### src/rtl/sys_mem_arbiter.sv
// Four-port arbiter/sequencer in front of the single-ported shared system memory.
// Port 0 (processor) has priority; ports 1-3 rotate and override port 0 once starved.
module sys_mem_arbiter #(
  parameter int unsigned N             = 32,
  parameter int unsigned WORDS         = 128,
  parameter int unsigned ACCESS_CYCLES = 1,
  parameter int unsigned MAX_WAIT      = 8
) (
  input  logic         clk,
  input  logic         rst_n,
  input  logic [3:0]   req,
  input  logic [3:0]   we,
  input  logic [N-1:0] addr0,
  input  logic [N-1:0] addr1,
  input  logic [N-1:0] addr2,
  input  logic [N-1:0] addr3,
  input  logic [N-1:0] wdata0,
  input  logic [N-1:0] wdata1,
  input  logic [N-1:0] wdata2,
  input  logic [N-1:0] wdata3,
  output logic [3:0]   ack,
  output logic         err,
  output logic [N-1:0] rdata,
  output logic         busy,
  output logic [N-1:0] mem_addr,
  output logic [N-1:0] mem_wdata,
  output logic         mem_read,
  output logic         mem_write,
  input  logic [N-1:0] mem_rdata
);

  localparam int unsigned CW = 4;
  localparam int unsigned WW = 8;

  typedef enum logic [1:0] {IDLE, ACCESS, DONE} state_t;

  state_t         state;
  logic [1:0]     win;
  logic [1:0]     rr_ptr;
  logic [CW-1:0]  cnt;
  logic [WW-1:0]  wait_cnt [1:3];

  logic [3:0]     at_max_c;
  logic [1:0]     ord_c [3];
  logic           found_c;
  logic [1:0]     win_c;
  logic           we_sel_c;
  logic [N-1:0]   addr_sel_c;
  logic [N-1:0]   wdata_sel_c;

  function automatic logic [1:0] nxt(input logic [1:0] p);
    return (p == 2'd3) ? 2'd1 : p + 2'd1;
  endfunction

  // Winner: starved port 1-3 in RR order, else port 0, else first requester in RR order.
  always_comb begin
    at_max_c = '0;
    for (int i = 1; i < 4; i++)
      at_max_c[i] = req[i] && (wait_cnt[i] == WW'(MAX_WAIT));
    ord_c[0] = nxt(rr_ptr);
    ord_c[1] = nxt(ord_c[0]);
    ord_c[2] = nxt(ord_c[1]);
    found_c  = 1'b0;
    win_c    = 2'd0;
    for (int k = 0; k < 3; k++) begin
      if (!found_c && at_max_c[ord_c[k]]) begin
        win_c   = ord_c[k];
        found_c = 1'b1;
      end
    end
    if (!found_c && req[0]) begin
      win_c   = 2'd0;
      found_c = 1'b1;
    end
    for (int k = 0; k < 3; k++) begin
      if (!found_c && req[ord_c[k]]) begin
        win_c   = ord_c[k];
        found_c = 1'b1;
      end
    end
  end

  always_comb begin
    addr_sel_c  = addr0;
    wdata_sel_c = wdata0;
    case (win_c)
      2'd1:    begin addr_sel_c = addr1; wdata_sel_c = wdata1; end
      2'd2:    begin addr_sel_c = addr2; wdata_sel_c = wdata2; end
      2'd3:    begin addr_sel_c = addr3; wdata_sel_c = wdata3; end
      default: begin addr_sel_c = addr0; wdata_sel_c = wdata0; end
    endcase
    we_sel_c = we[win_c];
  end

  // Sequencer plus wait counters; the strobe registers double as the latched direction.
  always_ff @(posedge clk or negedge rst_n) begin
    if (!rst_n) begin
      state     <= IDLE;
      win       <= 2'd0;
      rr_ptr    <= 2'd3;
      cnt       <= '0;
      ack       <= '0;
      err       <= 1'b0;
      rdata     <= '0;
      busy      <= 1'b0;
      mem_addr  <= '0;
      mem_wdata <= '0;
      mem_read  <= 1'b0;
      mem_write <= 1'b0;
      for (int i = 1; i < 4; i++) wait_cnt[i] <= '0;
    end else begin
      for (int i = 1; i < 4; i++) begin
        if (!req[i] || (state == DONE && win == 2'(i)))
          wait_cnt[i] <= '0;
        else if (!(state != IDLE && win == 2'(i)) && wait_cnt[i] < WW'(MAX_WAIT))
          wait_cnt[i] <= wait_cnt[i] + WW'(1);
      end

      case (state)
        IDLE: begin
          if (req != 4'b0000) begin
            win  <= win_c;
            busy <= 1'b1;
            cnt  <= CW'(ACCESS_CYCLES);
            if (addr_sel_c >= N'(WORDS)) begin
              // Out-of-range: report without touching memory.
              state <= DONE;
              ack   <= 4'b0001 << win_c;
              err   <= 1'b1;
              rdata <= '0;
            end else begin
              state     <= ACCESS;
              mem_addr  <= addr_sel_c;
              mem_wdata <= wdata_sel_c;
              mem_write <= we_sel_c;
              mem_read  <= !we_sel_c;
            end
          end
        end
        ACCESS: begin
          if (cnt == CW'(1)) begin
            rdata     <= mem_read ? mem_rdata : '0;
            err       <= 1'b0;
            ack       <= 4'b0001 << win;
            mem_read  <= 1'b0;
            mem_write <= 1'b0;
            state     <= DONE;
          end else begin
            cnt <= cnt - CW'(1);
          end
        end
        DONE: begin
          ack   <= '0;
          busy  <= 1'b0;
          if (win != 2'd0) rr_ptr <= win;
          state <= IDLE;
        end
        default: state <= IDLE;
      endcase
    end
  end

endmodule

### config.mk
export PLATFORM = sky130hd
export DESIGN_NAME = sys_mem_arbiter
export DESIGN_NICKNAME = d
export VERILOG_FILES = /design/src/rtl/sys_mem_arbiter.sv
export SDC_FILE = /design/constraint.sdc
export NUM_CORES = 1
export LEC_CHECK = 0
export ABC_AREA = 1
export CAP_MARGIN = 20
export CELL_PAD_IN_SITES_DETAIL_PLACEMENT = 0
export CELL_PAD_IN_SITES_GLOBAL_PLACEMENT = 1
export CORE_UTILIZATION = 28
export CTS_BUF_LIST = sky130_fd_sc_hd__clkbuf_4
export DETAILED_ROUTE_END_ITERATION = 16
export PLACE_DENSITY = 0.89
export SYNTH_ARGS = -nofsm -noshare
export SYNTH_HDL_FRONTEND = slang
export SYNTH_SLANG_ARGS = --single-unit
### constraint.sdc
create_clock -name clk -period 4.9 [get_ports clk]
set_input_delay 0.735 -clock clk [delete_from_list [all_inputs] [get_ports clk]]
set_output_delay 0.735 -clock clk [all_outputs]
set_load 0.03 [all_outputs]
**Yosys cells after proc, flatten, opt, wreduce, memory -nomap -nowiden**

Index checks and enable logic that the tools add are counted.
Widths: inputs -> output; s select.

- Word-level logic and storage cells: 172
- Register bits: 138
- Output and inout port bits: 104
- Input port bits: 298

- Shift-type cells: 2
- Reduce and logical (&&, ||, !) cells: 53
- Bitwise operators: 1
- Add/subtract/negate cells: 7
- Equality and inequality tests: 20
- Magnitude comparators: 8
- Multiplexer cells: 66

Operators by type and width:

| kind | count |
|---|---|
| $pmux 32 s3 | 2 |
| $mux 32 | 4 |
| $pmux 32 s2 | 1 |
| $mux 8 | 6 |
| $ge 32x8->1 const B | 1 |
| $mux 2 | 13 |
| $add 8x1->8 const B | 3 |
| $eq 8x4->1 const B | 3 |
| $lt 8x4->1 const B | 3 |
| $mux 1 | 21 |
| $mux 4 | 5 |
| $logic_and 1x1->1 | 18 |
| $eq 2x2->1 const B | 8 |
| $bmux 1 s2 | 7 |
| $reduce_bool 2->1 | 7 |
| $logic_not 1->1 | 13 |
| $lt 2x3->1 const B | 4 |
| $pmux 4 s3 | 1 |
| $reduce_and 4->1 | 3 |
| $ne 2x2->1 const B | 5 |
| $pmux 1 s2 | 4 |
| $pmux 4 s2 | 1 |
| $reduce_and 2->1 | 4 |
| $shl 1x2->4 const A | 2 |
| 11 further kinds | 18 |

**Logic depth before layout (Yosys ltp)**

Gate-level depths: netlist (run 1).

- Depth in word-level cells: 29
- Mapped depth: 29
- Mapped depth without buffers: 28

**Worst setup path before layout (run 1)**

OpenSTA, ideal clock, no wires.

- Path kind: register to register
- Start: reg rr_ptr[0]
- End: reg mem_wdata[10]
- Clock period less this slack: 3.474 ns
- Library setup time: 0.130 ns
- Path buffers: 3
- Stages on the path, launching flop included: 26
- Data required time: 4.770 ns
- Setup slack: 1.426 ns
- Data arrival time: 3.344 ns
- Path through: dfstp_2 > inv_1 > ha_1 > inv_2 > nand3_1 > nand3_2 > nand2_1 > nand2_2 > nor2_4 > nand2_1 > nor2_2 > nand3_2 > a21oi_4 > nand2_2 > buf_2 > or2_0 > nand2_1 > nand2_1 > nor2_1 > nand2_1 > nor2_2 > nand4_4 > buf_6 > buf_6 > nand2_1 > o21ai_1

- Longest elaborated chain between the ends: 28
- Elaborated cells between the ends (all ways): 54
- Classes of those cells: add/sub: 3; order compare: 1; eq/ne: 6; mux: 30; bitwise: 1; reduce/logical: 13

RTL lines:

| what | line | RTL |
|---|---|---|
| start: declaration | 39 | `logic [1:0] rr_ptr;` |
| start signal: assignment | 155 | `if (win != 2'd0) rr_ptr <= win;` |
| $add 2x1->2 or $eq 2x2->1 (tied branches) | 52 | `return (p == 2'd3) ? 2'd1 : p + 2'd1;` |
| $mux 2 * | 52 |  |
| parallel branches: the longest is 20 deep, another holds $add 2x1->2 | - |  |
| $mux 2 * | 76 | `if (!found_c && req[ord_c[k]]) begin` |
| $eq 2x2->1 or $eq 2x1->1 (tied branches) | 86 | `case (win_c)` |
| $pmux 32 s3 | 86 |  |
| $ge 32x8->1 | 125 | `if (addr_sel_c >= N'(WORDS)) begin` |
| $not 1->1 (no source line) | - |  |
| $reduce_and 3->1 (no source line) | - |  |
| end signal: assignment | 134 | `mem_wdata <= wdata_sel_c;` |
| end: declaration | 26 | `output logic [N-1:0] mem_wdata,` |

Every way passes the cells marked *. The select of a mux whose other input is x is not followed.
A chain may end at the register's enable or synchronous reset.

**Worst setup path in the final report (run 1)**

- Start: reg rr_ptr[0]
- End: reg mem_wdata[21]

Same word-level chain as after synthesis.

==> summary.md, run 1 <==
| Metric | Value |
|---|---|
| Total CTS buffers | 17 |
| CP required | 5300 ps |
| Fin. max-slew vios | 0 |
| R2R Path Start | rr_ptr[0] |
| Simple-Gate Fraction of Synth Area | 0.3501 |
| Initial antenna violation count | 2 |
| Sequential share of power | 0.172 |
| Final Setup Violations | 0 |
| Mapped Area | 8157 sq um |
| Flop-to-flop setup slack | 610 ps |
| Number of port buffers | 401 |
| Tmin final | 4288 ps |
| DRC viols | 0 |
| Post-synthesis compound-gate area fraction | 0.1014 |
| H-Tree Depth | 4 |
| Switch Pwr | 3991 uW |
| Worst r2r path cells | 27 |
| Fraction of the cycle the final worst path needs | 0.8751 |
| Grt met2 use | 0.3429 |
| Worst-skew pair later-pin latency | 550 ps |
| Pre-CTS setup slack | 371.8 ps |
| Setup Crit Path Kind | reg -> reg |
| Synth Warn # | 0 |
| Sink Count | 138 |
| Post-Synth Adder-Cell Area | 0.02148 |
| Avg Inst Size Synth | 7.130 sq um |
| Fmax | 233.2 MHz |
| Logic pwr share | 0.721 |
| Routed len/inst | 15.23 microns |
| Site Rows | 62 |
| Largest family of logic cells by synthesized area | simple AND/OR/NAND/NOR gates |
| CTS tree | done |
| Peak supply drop | 0.8534 mV |
| Hold Path Class | in -> async |
| Setup bufs post-CTS | 0 |
| CP startpoint | rr_ptr[0] |
| Root Driver | clkbuf_4 |
| Mux cell area share after synthesis | 0 |
| Placer Congestion | 0.8360 |
| Final ANT Viol Nets | 0 |
| GR Util met3 | 0.05475 |
| Largest net degree at the start of global routing | 79 |
| Final net count | 1,832 |
| Max_cap viols | 0 |
| Routed WL | 29.23 mm |
| Yosys cell types | 38 |
| Fraction of layout cells with a size suffix above 1 | 0.05088 |
| M1 GR Usage | 0.2284 |
| Crit. End Element | flip-flop |
| Synthesized instance count | 1,144 |
| Ports placed on the boundary | 402 |
| Clock share of power | 0.107 |
| Estimated wirelength of the detail-placed design | 22.10 mm |
| Setup_tns | 0 ps |
| Die Ht | 172.7 microns |
| Final hold vios | 0 |
| Layout overhead on the synthesized area | 57.63% |
| Die Wd | 172.7 microns |
| CP Data Arrival Time | 4680 ps |
| DR pass1 iterations | 4 |
| Slew @ Worst Pin | 763.7 ps |
| Worst setup margin | 612.2 ps |
| Worst-path maximum fanout | 78 |
| Status | completed |
| Pwr dens | 574.2 nW/um^2 |
| Gates resized, CTS repair | 0 |
| Startpoint types | flip-flop |
| Starting Density | 0.2842 |
| First-pass GRT wire length | 46.26 mm |
| FF+latch count, synth | 138 |
| Hold_buf cts | 0 |
| DR vias/cell | 4.614 |
| Worst r2r dst | mem_wdata[21] |
| Internal power | 3391 uW |
| DRT iter0 DRCs | 500 |
| Synth Area in XOR/XNOR | 0 |
| Clock buffer depth | 2 |
| Dominant cells by area after synthesis | dfrtp_1, nand2_1, nand3_1 |
| Final clock skew | 22.32 ps |
| Total track usage | 0.1950 |
| CORE AREA | 28,700 sq um |
| Vias after detailed routing | 8,855 |
| Clock Pin Slew Worst Setup and Hold Paths | 130 ps |
| Number of global-route vias before repair | 8,708 |
| Die ar. | 29,820 sq um |
| Switching Fraction | 0.5406 |
| Seq/Total Area, Yosys | 0.4237 |
| RSZ-0062 raised after global routing | no |
| Slew HR | 0.4909 |
| Leak | 0.006085 uW |
| Busiest grt layer | met2 |
| Dominant cell type by area after synthesis | dfrtp_1 |
| Top cell type's share of synthesized area | 0.4172 |
| Total grt overflow | 0 |
| Syn Nets | 1,456 |
[flip-flops by register name, summed over array words and instances (netlist names), 2 cells and up]
name       cells
mem_addr      32
mem_wdata     32
rdata         32
wait_cnt      24
ack            4
cnt            4
rr_ptr         2
state          2
win            2
[layout make-up]
cell class	instances	area, sq um
diodes	2	5.005
clock buffers	17	127.6
clock inverters	15	163.9
fillers	2916	15850
inverters	142	533.0
multi-input cells	803	3884
flip-flops and latches	138	3456
well taps	384	480.5
repair buffers	418	4208
[synth_stat cells, drive strengths merged]
master and number:
o32ai 1, nand4 45, nor2 131, a31oi 3, a21oi 14, and3 1, or2 14, dfstp 2
ha 14, nor3 6, a211oi 2, o21ai 62, o211ai 4, buf 25, nor4 2, nand2 353
nand3b 1, inv 141, a311oi 1, o22ai 2, dfrtp 136, a221oi 39, clkbuf 36, clkinv 1
nand3 108
[placed cells by master (no fill, tap or decap), types with 13 or more instances in the layout]
cell and count:
nand4_1 44, clkdlybuf4s50_1 400, a221oi_1 39, buf_4 13
o21ai_1 40, clkbuf_4 17, nand2_1 351, nor2_1 121
o21ai_0 22, dfrtp_1 136, inv_1 138, ha_1 14
nand3_1 104
[logic make-up (layout without fill, tap and decap cells)]
kind of cell    Yosys count  after routing
buf+inv                 203            592
fa+ha+maj                14             14
compound gates          128            128
flops                   138            138
simple gates            661            661
other cells               0              2
[power groups by stage]
| stage | Sequential [uW] | Combinational [uW] | Clock (uW) |
|---|---|---|---|
| 6_report | 1270 | 5320 | 791 |
| 5_1_grt | 1280 | 5990 | 878 |
| 4_1_cts | 1270 | 5370 | 837 |
| 3_5_place_dp | 1290 | 5360 | 0 |
| 3_3_place_gp | 1290 | 5320 | 0 |
| 2_1_floorplan | 1330 | 3750 | 0 |
[critical path, stage by stage, from the launching register on]
cell	delay, ps
dfstp_2	570
inv_1	60
ha_1	430
inv_2	130
nand3_1	120
nand3_2	110
nand2_1	120
nand2_2	80
nor2_4	110
nand2_1	70
nor2_2	140
nand2_1	110
nor2_2	170
inv_1	60
nand2_1	120
buf_12	240
nor2_1	70
nor2_1	100
nand3_1	110
nand2_1	80
nand2_1	50
nor2_1	100
nand2_1	90
nor2_4	150
nand4_4	100
buf_4	360
nand2_1	130
o21ai_1	80
[how the worst max path moves through the flow]
stage	endpoint
4_1_cts	mem_wdata[21]
2_1_floorplan	mem_wdata[10]
6_report	mem_wdata[21]
3_5_place_dp	mem_wdata[18]
3_3_place_gp	ack[2]
5_1_grt	mem_wdata[9]
[layer usage]
layer	share of wire	vias to the layer above
met2	0.50	272
met4	0.023	0
met1	0.41	4087
met5	0	-
li1	-	4459
met3	0.066	37
[per-stage QoR]
stage          std cells  total power, uW  utilization  instance area [sq um]  hold WS [ps]
6_report            1919             7382       0.4480                  12860         131.1
5_1_grt             1919             8144       0.4480                  12860         114.9
4_1_cts             1917             7481       0.4478                  12850         101.4
3_5_place_dp        1885             6649       0.4376                  12560         462.0
3_3_place_gp        1883             6603       0.4357                  12510         453.9
2_1_floorplan       1144             5073            -                   8157         439.4
Note: power is estimated with default switching activity, not from simulation.
==> run 2: changes to the inputs <==
--- a/config.mk
+++ b/config.mk
@@ -9,8 +9,10 @@
 export CAP_MARGIN = 20
 export CELL_PAD_IN_SITES_DETAIL_PLACEMENT = 0
 export CELL_PAD_IN_SITES_GLOBAL_PLACEMENT = 1
+export CORE_MARGIN = 2
 export CORE_UTILIZATION = 28
 export CTS_BUF_LIST = sky130_fd_sc_hd__clkbuf_4
+export CTS_CLUSTER_SIZE = 8
 export DETAILED_ROUTE_END_ITERATION = 16
 export PLACE_DENSITY = 0.89
 export SYNTH_ARGS = -nofsm -noshare
==> run 2 against run 1 <==
  * Worst hold slack better by 32 ps
  * Combinational power decreased by 0.9%
  * Sequential power about the same
  * Clock-buffer cell count increased by 1
  * Routed wire length up 0.83%
  * Clock power decreased by 4.6%
  * Via count is 0.90% higher
  * First-iteration DRC count is 12% lower
  * Cell area shrank 0.26%
  * Final cell count hardly changed
  * Global-route usage shrank 0.37 points
  * Clock skew rose by 7.6 ps
  * Largest cell class unchanged
  * Largest power group unchanged
==> summary.md, run 2 (same netlist as run 1, synthesis figures left out) <==
| Metric | Value |
|---|---|
| Clock Pin Slew Worst Setup and Hold Paths | 140 ps |
| Pwr dens | 569.0 nW/um^2 |
| Worst Path Buf+Inv | 5 |
| Total track usage | 0.1913 |
| Switching Fraction | 0.5466 |
| Crit. End Element | flip-flop |
| DRC viols | 0 |
| Final clock skew | 29.92 ps |
| Startpoint types | flip-flop |
| Flop-to-flop setup slack | 730 ps |
| Slew HR | 0.4763 |
| Die ar. | 30,510 sq um |
| Biggest regs | mem_addr: 32 flops, mem_wdata: 32 flops, rdata: 32 flops |
| Leak | 0.006076 uW |
| Fraction of layout cells with a size suffix above 1 | 0.05215 |
| Total grt overflow | 0 |
| CTS tree | done |
| Fin area | 12,820 sq um |
| Worst r2r dst | rdata[27] |
| CP max stage cell | dfstp_2 |
| Clock buffer depth | 2 |
| DRT iter0 DRCs | 441 |
| Total CTS buffers | 17 |
| Number of port buffers | 401 |
| Internal power | 3308 uW |
| Clock share of power | 0.104 |
| Status | completed |
| Number of cells on the critical path | 28 |
| Gates resized, CTS repair | 0 |
| Number of global-route vias before repair | 8,737 |
| CP most frequent cell | nand2_1 |
| Vias after detailed routing | 8,935 |
| Setup Crit Path Kind | reg -> reg |
| Routed len/inst | 15.35 microns |
| Slew @ Worst Pin | 778.4 ps |
| First-pass GRT wire length | 46.37 mm |
| Tmin final | 4168 ps |
| Util after Layout | 0.4468 |
| Worst-skew pair later-pin latency | 550 ps |
| Logic pwr share | 0.722 |
| Hold Path Class | in -> async |
| Fmax | 239.9 MHz |
| Final net count | 1,833 |
| Top delay family on crit path | simple AND/OR/NAND/NOR gates |
| R2R Path Start | rr_ptr[0] |
| Worst-path maximum fanout | 33 |
| Setup bufs post-CTS | 0 |
| Worst setup margin | 732.4 ps |
| Setup_tns | 0 ps |
| Instance area at placement | 12,520 sq um |
| Site Rows | 62 |
| RSZ-0062 raised after global routing | no |
| Sequential share of power | 0.174 |
| Fraction of the cycle the final worst path needs | 0.8505 |
| Final hold vios | 0 |
| H-Tree Depth | 4 |
| CORE AREA | 28,700 sq um |
| Routed WL | 29.47 mm |
| Switch Pwr | 3988 uW |
| Max_cap viols | 0 |
| Largest net degree at the start of global routing | 79 |
| Starting Density | 0.2842 |
| Ports placed on the boundary | 402 |
| Peak supply drop | 0.4453 mV |
| Hold_buf cts | 0 |
| CP Data Arrival Time | 4650 ps |
| Root Driver | clkbuf_4 |
| Final Setup Violations | 0 |
| Most common cell after layout, fill and taps aside | clkdlybuf4s50_1 |
| Estimated wirelength of the detail-placed design | 22.47 mm |
| Worst r2r path cells | 28 |
| Die Wd | 174.7 microns |
| Pre-CTS setup slack | 424.7 ps |
| Initial antenna violation count | 2 |
| Sink Count | 138 |
| DR vias/cell | 4.654 |
| Crit-path max cell delay | 570 ps |
| Final ANT Viol Nets | 0 |
| Fin. max-slew vios | 0 |
| Layout overhead on the synthesized area | 57.22% |
| Placer Congestion | 0.8194 |
| CP required | 5380 ps |
| Die Ht | 174.7 microns |
| Most frequent cells in the layout | clkdlybuf4s50_1, nand2_1, inv_1 |
| DR pass1 iterations | 6 |
-- run 2: cell types whose count changed in the layout (fill, tap and decap cells not counted) --
cell	before	now
buf_4	13	15
clkbuf_4	17	18
inv_6	4	5
clkinv_4	2	1
bufinv_16	2	1
buf_16	2	1
clkinv_1	2	1
clkinv_2	2	3
-- run 2: cell type report --
cell class	instances	area, sq um
inverter	142	533.0
clock inverter	14	135.1
fill	2886	15880
tap	384	480.5
sequential	138	3456
multi-input combinational	803	3884
clock buffer	18	135.1
timing repair buffer	419	4195
antenna	2	5.005
-- run 2: worst max path at each step --
| stage | from | end | slack (ps) |
|---|---|---|---|
| floorplan | rr_ptr[0] | mem_wdata[10] | 1430 |
| detailed placement | req[1] | rdata[10] | 420 |
| global route | rr_ptr[0] | rdata[27] | 200 |
| finish | rr_ptr[0] | rdata[27] | 730 |
| global placement | req[1] | rdata[9] | 550 |
| CTS | rr_ptr[0] | rdata[27] | 650 |
-- run 2: metal layers --
metal  global-route usage  vias up  part of all wire
li1                     -     4461                 -
met1               0.2263     4133              0.40
met2               0.3347      299              0.51
met3              0.05875       42             0.071
met4              0.05347        0             0.022
met5                    0        -                 0
-- run 2: stage by stage --
stage                     total power (uW)  hold slack [ps]  cells
after floorplan                       5073            439.4   1144
after global placement                6556            454.3   1885
after detailed placement              6575            460.4   1885
after CTS                             7359            139.5   1917
after global routing                  8046            159.9   1920
final                                 7296            162.9   1920
-- run 2: power groups by stage --
stage | registers [uW] | logic (uW) | clock network [uW]
after floorplan | 1330 | 3750 | 0
after global placement | 1290 | 5270 | 0
after detailed placement | 1290 | 5280 | 0
after CTS | 1270 | 5300 | 793
after global routing | 1280 | 5930 | 839
final | 1270 | 5270 | 755
==> run 3: changes to the inputs <==
--- a/config.mk
+++ b/config.mk
@@ -14,7 +14,7 @@
 export CTS_BUF_LIST = sky130_fd_sc_hd__clkbuf_4
 export CTS_CLUSTER_SIZE = 8
 export DETAILED_ROUTE_END_ITERATION = 16
-export PLACE_DENSITY = 0.89
+export PLACE_DENSITY = 0.86
 export SYNTH_ARGS = -nofsm -noshare
 export SYNTH_HDL_FRONTEND = slang
 export SYNTH_SLANG_ARGS = --single-unit
==> run 3 against run 2 <==
  * Maximum frequency is 1.8% lower
  * Worst hold slack better by 330 ps
  * Register-to-register slack worse by 80 ps
==> summary.md, run 3 (same netlist as run 1, synthesis figures left out) <==
| Metric | Value |
|---|---|
| Status | completed |
| Site Rows | 62 |
| Placed instance count | 1,883 |
| CP Data Arrival Time | 4680 ps |
| M1 GR Usage | 0.2175 |
| GR Util met3 | 0.06288 |
| Clock Pin Slew Worst Setup and Hold Paths | 130 ps |
| Total CTS buffers | 17 |
| Hold Path Class | reg -> reg |
| Slew HR | 0.5259 |
| Pwr dens | 571.3 nW/um^2 |
| Ports placed on the boundary | 402 |
| Initial antenna violation count | 1 |
| Final hold vios | 0 |
| Largest net degree at the start of global routing | 109 |
| H-Tree Depth | 4 |
| Worst-path maximum fanout | 43 |
| CP most frequent cell | nand2_1 |
| Final net count | 1,833 |
| Util after Layout | 0.4486 |
| Crit-path max cell delay | 570 ps |
| Vias after detailed routing | 8,839 |
| Routed WL | 29.51 mm |
| Starting Density | 0.2842 |
| CP max stage cell | dfstp_2 |
| Fillers | 2,904 |
| Die Wd | 174.7 microns |
| DRT iter0 DRCs | 426 |
| Layout overhead on the synthesized area | 57.88% |
| Setup Crit Path Kind | reg -> reg |
| Die Ht | 174.7 microns |
| Multi-input combinational cell area | 3884 sq um |
| Die ar. | 30,510 sq um |
| Number of global-route vias before repair | 8,605 |
| Placer Congestion | 0.8367 |
| Worst-skew pair later-pin latency | 540 ps |
| First-pass GRT wire length | 45.81 mm |
| Pwr Total | 7357 uW |
| Biggest regs | mem_addr: 32 flops, mem_wdata: 32 flops, rdata: 32 flops |
| Total track usage | 0.1895 |
| Leak | 0.006094 uW |
| Total grt overflow | 0 |
| Peak supply drop | 0.5638 mV |
| DR vias/cell | 4.606 |
| Fraction of the cycle the final worst path needs | 0.8663 |
| Slew @ Worst Pin | 703.7 ps |
| Tmin final | 4245 ps |
| Final Setup Violations | 0 |
| Final clock skew | 22.41 ps |
| Number of port buffers | 401 |
| Most frequent cells in the layout | clkdlybuf4s50_1, nand2_1, inv_1 |
| Setup_tns | 0 ps |
| Max_cap viols | 0 |
| Clock buffer depth | 2 |
| Grt met2 use | 0.3366 |
| DR pass1 iterations | 5 |
| Startpoint types | flip-flop |
| Root Driver | clkbuf_4 |
| Sink Count | 138 |
| Setup bufs post-CTS | 0 |
| Fmax | 235.6 MHz |
| Final cell count without fillers | 1,919 |
| Most common cell after layout, fill and taps aside | clkdlybuf4s50_1 |
| Busiest grt layer | met2 |
| CTS tree | done |
| Final ANT Viol Nets | 0 |
| CP required | 5330 ps |
| CORE AREA | 28,700 sq um |
| Crit. End Element | flip-flop |
| Flip-flop and latch area | 3456 sq um |
| RSZ-0062 raised after global routing | no |
| Routed len/inst | 15.38 microns |
| Fraction of layout cells with a size suffix above 1 | 0.05085 |
| Fin. max-slew vios | 0 |
| DRC viols | 0 |
| Estimated wirelength of the detail-placed design | 22.40 mm |
==> run 3: where the power goes <==
group / switching (uW) / internal (uW)
clock: 491 / 314
sequential: 48.6 / 1220
combinational: 3440 / 1840
total: 3980 / 3370
==> run 3: layer usage <==
layer	vias to the layer above	share of wire	routed length, microns
met5	-	0	0
li1	4462	-	-
met4	0	0.023	665
met3	40	0.075	2226
met2	274	0.51	15070
met1	4063	0.39	11550
==> run 3: per-stage QoR <==
step	instance area, sq um	worst slack (ps)	hold WS [ps]
finish	12880	654.9	490.6
global route	12880	165.9	479.6
CTS	12810	618.5	305.2
detailed placement	12520	358.2	462.9
global placement	12520	414.5	453.8
floorplan	8157	1426	439.4
==> run 3: critical path, delay by kind of cell (launching register included) <==
kind	cells	cell delay, ps
fa+ha+maj	1	430
flops	1	570
buf+inv	5	880
simple gates	21	2240
==> run 3: layout make-up <==
| type | instances | area share |
|---|---|---|
| Clock buffer | 17 | 0.009911 |
| Tap cell | 384 | 0.03731 |
| Antenna cell | 1 | 0.0001943 |
| Inverter | 142 | 0.04139 |
| Clock inverter | 15 | 0.01273 |
| Timing Repair Buffer | 419 | 0.3285 |
| Multi-Input combinational cell | 803 | 0.3016 |
| Sequential cell | 138 | 0.2684 |
==> run 3: repair_timing <==
item | 4_1_cts | 5_1_grt
resized for setup | 0 | 0
hold endpoints to repair | 0 | 9
hold buffers | 0 | 1
==> run 3: final timing paths <==
path                                      end  depth (start not counted)  slack, ps  startpoint
min in group asynchronous        wait_cnt[13]                          2        530       rst_n
max in group asynchronous       mem_wdata[12]                          4       3180       rst_n
worst min-delay path                      err                          2        490         err
worst max register to register         ack[3]                         27        650   rr_ptr[0]
worst min register to register            err                          2        490         err
worst max-delay path                   ack[3]                         27        650   rr_ptr[0]
